<file path="src/rtl/arc4_pkg.sv">
// Shared definitions for the ARC4 key-search datapath.
//   KEY_W / ADDR_W / DATA_W : key, plaintext address and plaintext data widths
//   CHAR_LO / CHAR_HI       : default printable-ASCII acceptance window
//   crack_state_t           : key-search controller states (fixed legacy encoding)
//   is_printable()          : inclusive unsigned range test for one plaintext byte
package arc4_pkg;

   localparam int unsigned KEY_W  = 24;
   localparam int unsigned ADDR_W = 8;
   localparam int unsigned DATA_W = 8;

   localparam logic [DATA_W-1:0] CHAR_LO = 8'h20;
   localparam logic [DATA_W-1:0] CHAR_HI = 8'h7E;

   typedef enum logic [3:0] {
      ST_IDLE      = 4'd0,
      ST_START     = 4'd1,
      ST_WAIT_BUSY = 4'd2,
      ST_WAIT_DONE = 4'd3,
      ST_RD_LEN    = 4'd4,
      ST_LAT_LEN   = 4'd5,
      ST_RD_CH     = 4'd6,
      ST_LAT_CH    = 4'd7,
      ST_NEXT      = 4'd8,
      ST_DONE      = 4'd9
   } crack_state_t;

   function automatic logic is_printable(input logic [DATA_W-1:0] b,
                                         input logic [DATA_W-1:0] lo,
                                         input logic [DATA_W-1:0] hi);
      return (b >= lo) && (b <= hi);
   endfunction

endpackage

</file>
<file path="src/rtl/crack_ctrl_pt_scan.sv">
// pt_scan: walks the length-prefixed plaintext memory once per start pulse.
//   clk, rst     : clock, synchronous active-high reset
//   start_i      : one-cycle pulse, begins a scan (RD_LEN)
//   pt_rddata_i  : plaintext read data, one cycle after pt_addr_o
//   pt_addr_o    : plaintext read address (idx while reading bytes, else 0)
//   done_o       : one-cycle pulse when the verdict is known
//   pass_o       : valid with done_o; 1 = every byte inside [CHAR_LO, CHAR_HI]
module pt_scan import arc4_pkg::*; #(
   parameter logic [DATA_W-1:0] CHAR_LO = arc4_pkg::CHAR_LO,
   parameter logic [DATA_W-1:0] CHAR_HI = arc4_pkg::CHAR_HI
) (
   input  logic              clk,
   input  logic              rst,
   input  logic              start_i,
   input  logic [DATA_W-1:0] pt_rddata_i,
   output logic [ADDR_W-1:0] pt_addr_o,
   output logic              done_o,
   output logic              pass_o
);

   crack_state_t      state_q, state_d;
   logic [ADDR_W-1:0] idx_q, idx_d;
   logic [DATA_W-1:0] len_q, len_d;

   always_ff @(posedge clk) begin
      if (rst) begin
         state_q <= ST_IDLE;
         idx_q   <= '0;
         len_q   <= '0;
      end else begin
         state_q <= state_d;
         idx_q   <= idx_d;
         len_q   <= len_d;
      end
   end

   always_comb begin
      state_d = state_q;
      idx_d   = idx_q;
      len_d   = len_q;
      done_o  = 1'b0;
      pass_o  = 1'b0;
      case (state_q)
         ST_IDLE:    if (start_i) state_d = ST_RD_LEN;
         ST_RD_LEN:  state_d = ST_LAT_LEN;
         ST_LAT_LEN: begin
            len_d = pt_rddata_i;
            if (pt_rddata_i == '0) begin
               done_o  = 1'b1;
               pass_o  = 1'b1;
               state_d = ST_IDLE;
            end else begin
               idx_d   = ADDR_W'(1);
               state_d = ST_RD_CH;
            end
         end
         ST_RD_CH:   state_d = ST_LAT_CH;
         ST_LAT_CH: begin
            // Early reject on the first out-of-range byte; idx==len is checked
            // before the increment so len=255 stops at 255 without wrapping.
            if (!is_printable(pt_rddata_i, CHAR_LO, CHAR_HI)) begin
               done_o  = 1'b1;
               state_d = ST_IDLE;
            end else if (idx_q == len_q) begin
               done_o  = 1'b1;
               pass_o  = 1'b1;
               state_d = ST_IDLE;
            end else begin
               idx_d   = idx_q + ADDR_W'(1);
               state_d = ST_RD_CH;
            end
         end
         default:    state_d = ST_IDLE;
      endcase
   end

   assign pt_addr_o = (state_q == ST_RD_CH || state_q == ST_LAT_CH) ? idx_q : '0;

endmodule

</file>
<file path="src/rtl/crack_ctrl.sv">
// crack_ctrl: brute-force key search driving the arc4 decrypt core.
//   clk, rst   : clock, synchronous active-high reset
//   en / rdy   : start handshake (en sampled only while rdy=1)
//   key        : last key tried, final when rdy=1 after a search
//   key_valid  : 1 = key decrypts to printable text, 0 = key space exhausted
//   a4_en      : one-cycle start pulse to arc4
//   a4_rdy     : arc4 idle/done
//   a4_key     : key presented to arc4, stable for the whole decryption
//   pt_addr    : plaintext read address (non-zero only while scanning)
//   pt_rddata  : plaintext read data, one-cycle registered latency
module crack_ctrl import arc4_pkg::*; #(
   parameter logic [KEY_W-1:0]  KEY_START = 24'h000000,
   parameter logic [KEY_W-1:0]  KEY_LAST  = 24'hFFFFFF,
   parameter logic [DATA_W-1:0] CHAR_LO   = arc4_pkg::CHAR_LO,
   parameter logic [DATA_W-1:0] CHAR_HI   = arc4_pkg::CHAR_HI
) (
   input  logic              clk,
   input  logic              rst,
   input  logic              en,
   output logic              rdy,
   output logic [KEY_W-1:0]  key,
   output logic              key_valid,
   output logic              a4_en,
   input  logic              a4_rdy,
   output logic [KEY_W-1:0]  a4_key,
   output logic [ADDR_W-1:0] pt_addr,
   input  logic [DATA_W-1:0] pt_rddata
);

   crack_state_t     state_q, state_d;
   logic [KEY_W-1:0] cur_key_q, cur_key_d;
   logic             valid_q, valid_d;
   logic             scan_start, scan_done, scan_pass;

   always_ff @(posedge clk) begin
      if (rst) begin
         state_q   <= ST_IDLE;
         cur_key_q <= '0;
         valid_q   <= 1'b0;
      end else begin
         state_q   <= state_d;
         cur_key_q <= cur_key_d;
         valid_q   <= valid_d;
      end
   end

   // ST_RD_LEN here covers the whole RD_LEN..LAT_CH loop, which is sequenced
   // inside pt_scan; this FSM only waits for its done pulse.
   always_comb begin
      state_d    = state_q;
      cur_key_d  = cur_key_q;
      valid_d    = valid_q;
      a4_en      = 1'b0;
      scan_start = 1'b0;
      case (state_q)
         ST_IDLE, ST_DONE: begin
            if (en) begin
               cur_key_d = KEY_START;
               valid_d   = 1'b0;
               state_d   = ST_START;
            end
         end
         ST_START: begin
            if (a4_rdy) begin
               a4_en   = 1'b1;
               state_d = ST_WAIT_BUSY;
            end
         end
         // Do not trust a4_rdy until the core has been seen busy.
         ST_WAIT_BUSY: if (!a4_rdy) state_d = ST_WAIT_DONE;
         ST_WAIT_DONE: begin
            if (a4_rdy) begin
               scan_start = 1'b1;
               state_d    = ST_RD_LEN;
            end
         end
         ST_RD_LEN: begin
            if (scan_done) begin
               if (scan_pass) begin
                  valid_d = 1'b1;
                  state_d = ST_DONE;
               end else begin
                  state_d = ST_NEXT;
               end
            end
         end
         ST_NEXT: begin
            if (cur_key_q == KEY_LAST) begin
               state_d = ST_DONE;
            end else begin
               cur_key_d = cur_key_q + KEY_W'(1);
               state_d   = ST_START;
            end
         end
         default: state_d = ST_IDLE;
      endcase
   end

   pt_scan #(
      .CHAR_LO (CHAR_LO),
      .CHAR_HI (CHAR_HI)
   ) u_scan (
      .clk         (clk),
      .rst         (rst),
      .start_i     (scan_start),
      .pt_rddata_i (pt_rddata),
      .pt_addr_o   (pt_addr),
      .done_o      (scan_done),
      .pass_o      (scan_pass)
   );

   assign rdy       = (state_q == ST_IDLE) || (state_q == ST_DONE);
   assign key       = cur_key_q;
   assign key_valid = valid_q;
   assign a4_key    = cur_key_q;

endmodule

</file>
<file path="config.mk">
export PLATFORM = sky130hd
export DESIGN_NAME = crack_ctrl
export DESIGN_NICKNAME = d
export VERILOG_FILES = /design/src/rtl/arc4_pkg.sv /design/src/rtl/crack_ctrl_pt_scan.sv /design/src/rtl/crack_ctrl.sv
export SDC_FILE = /design/constraint.sdc
export NUM_CORES = 1
export LEC_CHECK = 0
export BUFFER_PORTS_ARGS = -buffer_cell sky130_fd_sc_hd__buf_4
export CORE_MARGIN = 2
export CORE_UTILIZATION = 54
export DETAILED_ROUTE_END_ITERATION = 7
export GPL_ROUTABILITY_DRIVEN = 1
export GPL_TIMING_DRIVEN = 0
export PLACE_DENSITY = 0.87
export RECOVER_POWER = 50
export SETUP_SLACK_MARGIN = 0.2
export SLEW_MARGIN = 20
export SYNTH_ARGS = -nofsm -noshare
export SYNTH_HDL_FRONTEND = slang
export SYNTH_SLANG_ARGS = --single-unit
</file>
<file path="constraint.sdc">
create_clock -name clk -period 2.94 [get_ports clk]
set_clock_uncertainty 0.1 [all_clocks]
set_input_delay 0.294 -clock clk [delete_from_list [all_inputs] [get_ports clk]]
set_output_delay 0.294 -clock clk [all_outputs]
set_load 0.02 [all_outputs]
</file>
## Yosys cells after proc, flatten, opt, wreduce, memory -nomap -nowiden

Cells that the tools add are included.

- Flip-flop bits (word level): 49
- Input port bits: 12
- Output and inout port bits: 59
- Word-level logic and storage cells: 81

- Add/sub/neg operators: 2
- Order comparisons: 2
- Equality and inequality tests: 23
- Mux-type cells: 34
- Reduce and logical (&&, ||, !) cells: 14

Operators by type and width:

| operator | count |
|---|---|
| 2-to-1 mux 24 bit | 2 |
| case mux 24 bit (2 select lines) | 1 |
| 2-to-1 mux 4 bit | 8 |
| 2-to-1 mux 8 bit | 4 |
| adder 24 x 1 -> 24 bit, second input constant | 1 |
| equality test 24 bit, second input constant | 1 |
| case mux 4 bit (6 select lines) | 1 |
| equality test 4 x 3 -> 1 bit, second input constant | 5 |
| inequality test 2 bit, second input constant | 10 |
| case mux 4 bit (5 select lines) | 1 |
| case mux 8 bit (2 select lines) | 1 |
| 2-to-1 mux 1 bit | 11 |
| adder 8 x 1 -> 8 bit, second input constant | 1 |
| equality test 4 x 2 -> 1 bit, second input constant | 2 |
| equality test 4 bit, second input constant | 2 |
| equality test 8 bit | 1 |
| greater-or-equal comparator 8 x 6 -> 1 bit, second input constant | 1 |
| <= comparator 8 x 7 -> 1 bit, second input constant | 1 |
| logical NOT 4 bit | 2 |
| logical NOT 8 bit | 1 |
| AND reduction 4 bit | 2 |
| 2-to-1 mux 3 bit | 2 |
| case mux 1 bit (2 select lines) | 3 |
| nonzero test 2 bit | 3 |
| 7 further kinds | 8 |

## Logic depth before layout (Yosys ltp)

- Depth after elaboration: 7
- Gate-level depth with buffers: 7
- Gate-level depth less buffers: 6

## By module

From an unflattened synthesis, not the netlist that was laid out.

- Cell total of the unflattened synthesis: 351
- Area, all modules: 2942.8 um^2

By module, submodules not included:

| module | times used | cells each | area an instance (um^2) | sequential area each (um^2) |
|---|---|---|---|---|
| crack_ctrl | 1 | 230 | 1880.6 | 580.6 |
| pt_scan | 1 | 121 | 1062.3 | 380.4 |

## Worst setup path before layout

No wires, ideal clock.

- Kind: flip-flop to flip-flop
- Start: register state_q[1]
- End: register cur_key_q[22], in the netlist a4_key[22]
- Library setup time: 132 ps
- Data arrival time: 1969 ps
- Data required time: 2708 ps
- Path slack: 739 ps
- Cell stages (with the launch flop): 7
- Buffers on the path: 1
- Clock period less this slack: 2201 ps
- Cells stage by stage: dfxtp_1 buf_6 or4b_4 or3_4 o31ai_4 or3_1 a21oi_1

- Word-level cells in the longest chain between the ends: 4
- Elaborated cells on any way between the ends: 9
- Classes of those cells: eq/ne (4); mux (1); reduce/logical (4)

RTL lines:

| what | RTL line | RTL |
|---|---|---|
| from (decl) | crack_ctrl.sv:30 | `crack_state_t state_q, state_d;` |
| from (signal assigned) | crack_ctrl.sv:41 | `state_q <= state_d;` |
| equality test 4 bit or logical NOT 4 bit (tied branches) | crack_ctrl.sv:55 | `case (state_q)` |
| OR reduction 2 bit | crack_ctrl.sv:55 |  |
| inequality test 2 bit (no source line) or nonzero test 2 bit (tied branches) | - |  |
| AND reduction 3 bit (no source line) | - |  |
| to (signal assigned) | crack_ctrl.sv:42 | `cur_key_q <= cur_key_d;` |
| to (decl) | crack_ctrl.sv:31 | `logic [KEY_W-1:0] cur_key_q, cur_key_d;` |

Parallel ways exist; a longest one is shown, timed or not.
A chain may end at the register's enable or synchronous reset.

## Worst setup path in the final report

- Start: register state_q[0]
- End: register cur_key_q[4], in the netlist a4_key[4]

The elaborated chain is that of the path after synthesis.

==> flow_summary.yaml <==
status:
  status: "completed"
place:
  dp.cells: 475
  io_buffer_count: 70
  dpl.hpwl_mm: 5.30
  gp_congestion: 0.915
critical_path:
  path_cells: "or4b_4 > or3_4 > o31ai_4 > or3_1 > a21oi_1"
  slowest_stage: "or4b_4"
  cpPeakStageDelay_ns: 0.61
  worstSetupEndpointType: "register"
  start_kind: "register"
  cp_max_fo: 10
  worstPathRequired_ns: 3.00
  crit_type: "register to register"
  cp.arrival_ns: 2.44
hold_path:
  hp-class: "input pin to register"
synth:
  async_flop_share: 0
  synth_fp_nets: 349
  syn_area_mm2: 0.00287
  syn_area_per_cell_um2: 8.55
  yosysUniqueCellTypes: 54
  synth_ff_type: "dfxtp_1"
  synth_edf_count: 0
  synth_seq_area_share: 0.335
  synth_cells: 335
  yosys-top-cells-area: "dfxtp_1, buf_4, or3_1"
  synth_top_area_frac: 0.335
  synth_top_area_cell: "dfxtp_1"
  ys_seq_elements: 48
  yosysWarnings: 0
final_layout:
  fin_util: 0.677
  area.growth.synth_to_final_pct: 20.7
  fillers: 461
  layout_commonest_cell: "dfxtp_1"
  final_cell_mix: "dfxtp_1, buf_4, clkbuf_1"
  antennaDiodeCount: 0
  fin_cells: 482
  drive_above_1_share: 0.209
  design.final.nets: 426
cts:
  cts_buffer_depth: 2
  cts.reportedPaths.clkPinSlew_ns: 0.08
  post_cts_buffers: 0
  tritoncts: "yes"
  cts-root-buf: "clkbuf_8"
  h-tree-depth: 2
  cts_buffers: 5
  cts_hold_buf: 0
  insertion_delay_ns: 0.29
  cts.sinks: 48
  cts_resized: 0
power_and_ir_drop:
  totalPowerFinal_w: 0.00150
  p_per_area_mw_per_mm2: 433
  vdd_drop_max_mv: 0.272
  leakagePower_nw: 1.36
routing:
  wl_met1_mm: 2.89
  met2_length_mm: 3.55
  wl_mm: 6.85
  vias: 2776
  highest_layer: "met3"
  wire_per_inst_um: 14.2
  route.detailed.vias_per_inst: 5.76
  drc: 0
  route.met3.wl_um: 417
  ant_nets: 0
  first_pass_iters: 5
  drt_iter0_markers: 131
sta:
  grt_setup_unrepaired: "false"
  worstMarginPinSlew_ns: 0.624
  drv_slew: 0
  hold_viol: 0
  fmax_mhz: 420
  fin_crit_sh: 0.809
  slew_headroom: 0.581
  setup_viol: 0
  post-route-min-period_ns: 2.38
  fin_tns_setup_ns: 0
floorplanning:
  die_x_um: 76.8
  die_h_um: 76.8
  pin_count: 71
  core-area_mm2: 0.00511
  design.die.area_mm2: 0.00590
  start_util: 0.561
  rows: 26
global_routing:
  grt_start_max_net_pins: 14
  grt-ovfl-total: 0
  grt_first_pass_wirelength_mm: 11.6
  grt_usage: 0.236
  antenna_found_initial: 0
  grt_pass1_vias: 2558
job:
  maxCapViolCount: 0
## synthesized netlist by cell type (all sizes together) (2+ instances only)
master    n
or3      20
o211ai    5
nor4      4
nor2     25
nand3    13
inv       9
a21oi    22
xnor2    13
o31ai    10
xor2      3
a2111oi   3
and3     14
o21bai    2
and2      2
clkbuf   12
o21ai    15
nand2    16
or4       6
o211a     2
nand4    12
a311o     2
a211oi    2
mux2i    11
ha        2
or4b      3
dfxtp    48
a31oi     2
nand3b    3
buf      25
a21o      5
and4      3
a2111o    2
o2111ai   4
nor3      5
## routing by layer
metal / track usage / vias up
met5: 0 / -
met4: 0.0509 / 0
met1: 0.287 / 1296
met3: 0.0471 / 0
met2: 0.427 / 91
li1: - / 1389
## power breakdown
group	internal [W]	switching (W)
Sequential	0.000675	0.0000340
Combinational	0.000165	0.000254
Clock	0.000162	0.000207
Total	0.00100	0.000496
## critical path, delay by kind of cell (launching register included)
| kind | cells | cell delay (ns) |
|---|---|---|
| flops | 1 | 0.40 |
| compound gates | 2 | 0.51 |
| simple gates | 3 | 1.25 |
## sequential cells by signal (all words and copies together) (netlist names)
register	flops
key_valid	1
u_scan.len_q	8
a4_key	24
state_q	4
u_scan.idx_q	8
u_scan.state_q	3
## area by class of cell
cell class              instances  area, µm²  share of cell area
plain buffers                  37        236              0.0684
clock buffers                   6       72.6              0.0210
clock inverters                 1       5.00             0.00145
inverters                       9       33.8             0.00977
multi-input cells             241       1630               0.473
flip-flops and latches         48        961               0.278
well taps                      70       87.6              0.0253
repair buffers                 70        428               0.124
## kinds of logic after synthesis
kind of cell             after synthesis  synth area share
AO/OA/AOI/OAI                         82             0.212
XOR/XNOR                              16            0.0489
adder cells (fa/ha/maj)                2           0.00873
buffers and inverters                 46            0.0943
flip-flops                            48             0.335
multiplexers                          11            0.0384
AND/OR/NAND/NOR                      130             0.262
## metrics by stage
stage / hold slack, ns / setup WS, ns / cell area (µm²)
2_1_floorplan: 0.336 / 0.739 / 2870
3_3_place_gp: 0.367 / 0.608 / 3480
3_5_place_dp: 0.372 / 0.574 / 3480
4_1_cts: 0.142 / 0.563 / 3560
5_1_grt: 0.147 / 0.464 / 3460
6_report: 0.148 / 0.561 / 3460
## final timing paths
path	from	end	slack, ns	depth (start not counted)
max	state_q[0]	a4_key[4]	0.56	5
max reg2reg	state_q[0]	a4_key[4]	0.56	5
min	pt_rddata[4]	u_scan.len_q[4]	0.15	3
min reg2reg	key_valid	key_valid	0.39	2
Power figures use the tool's default switching activity.
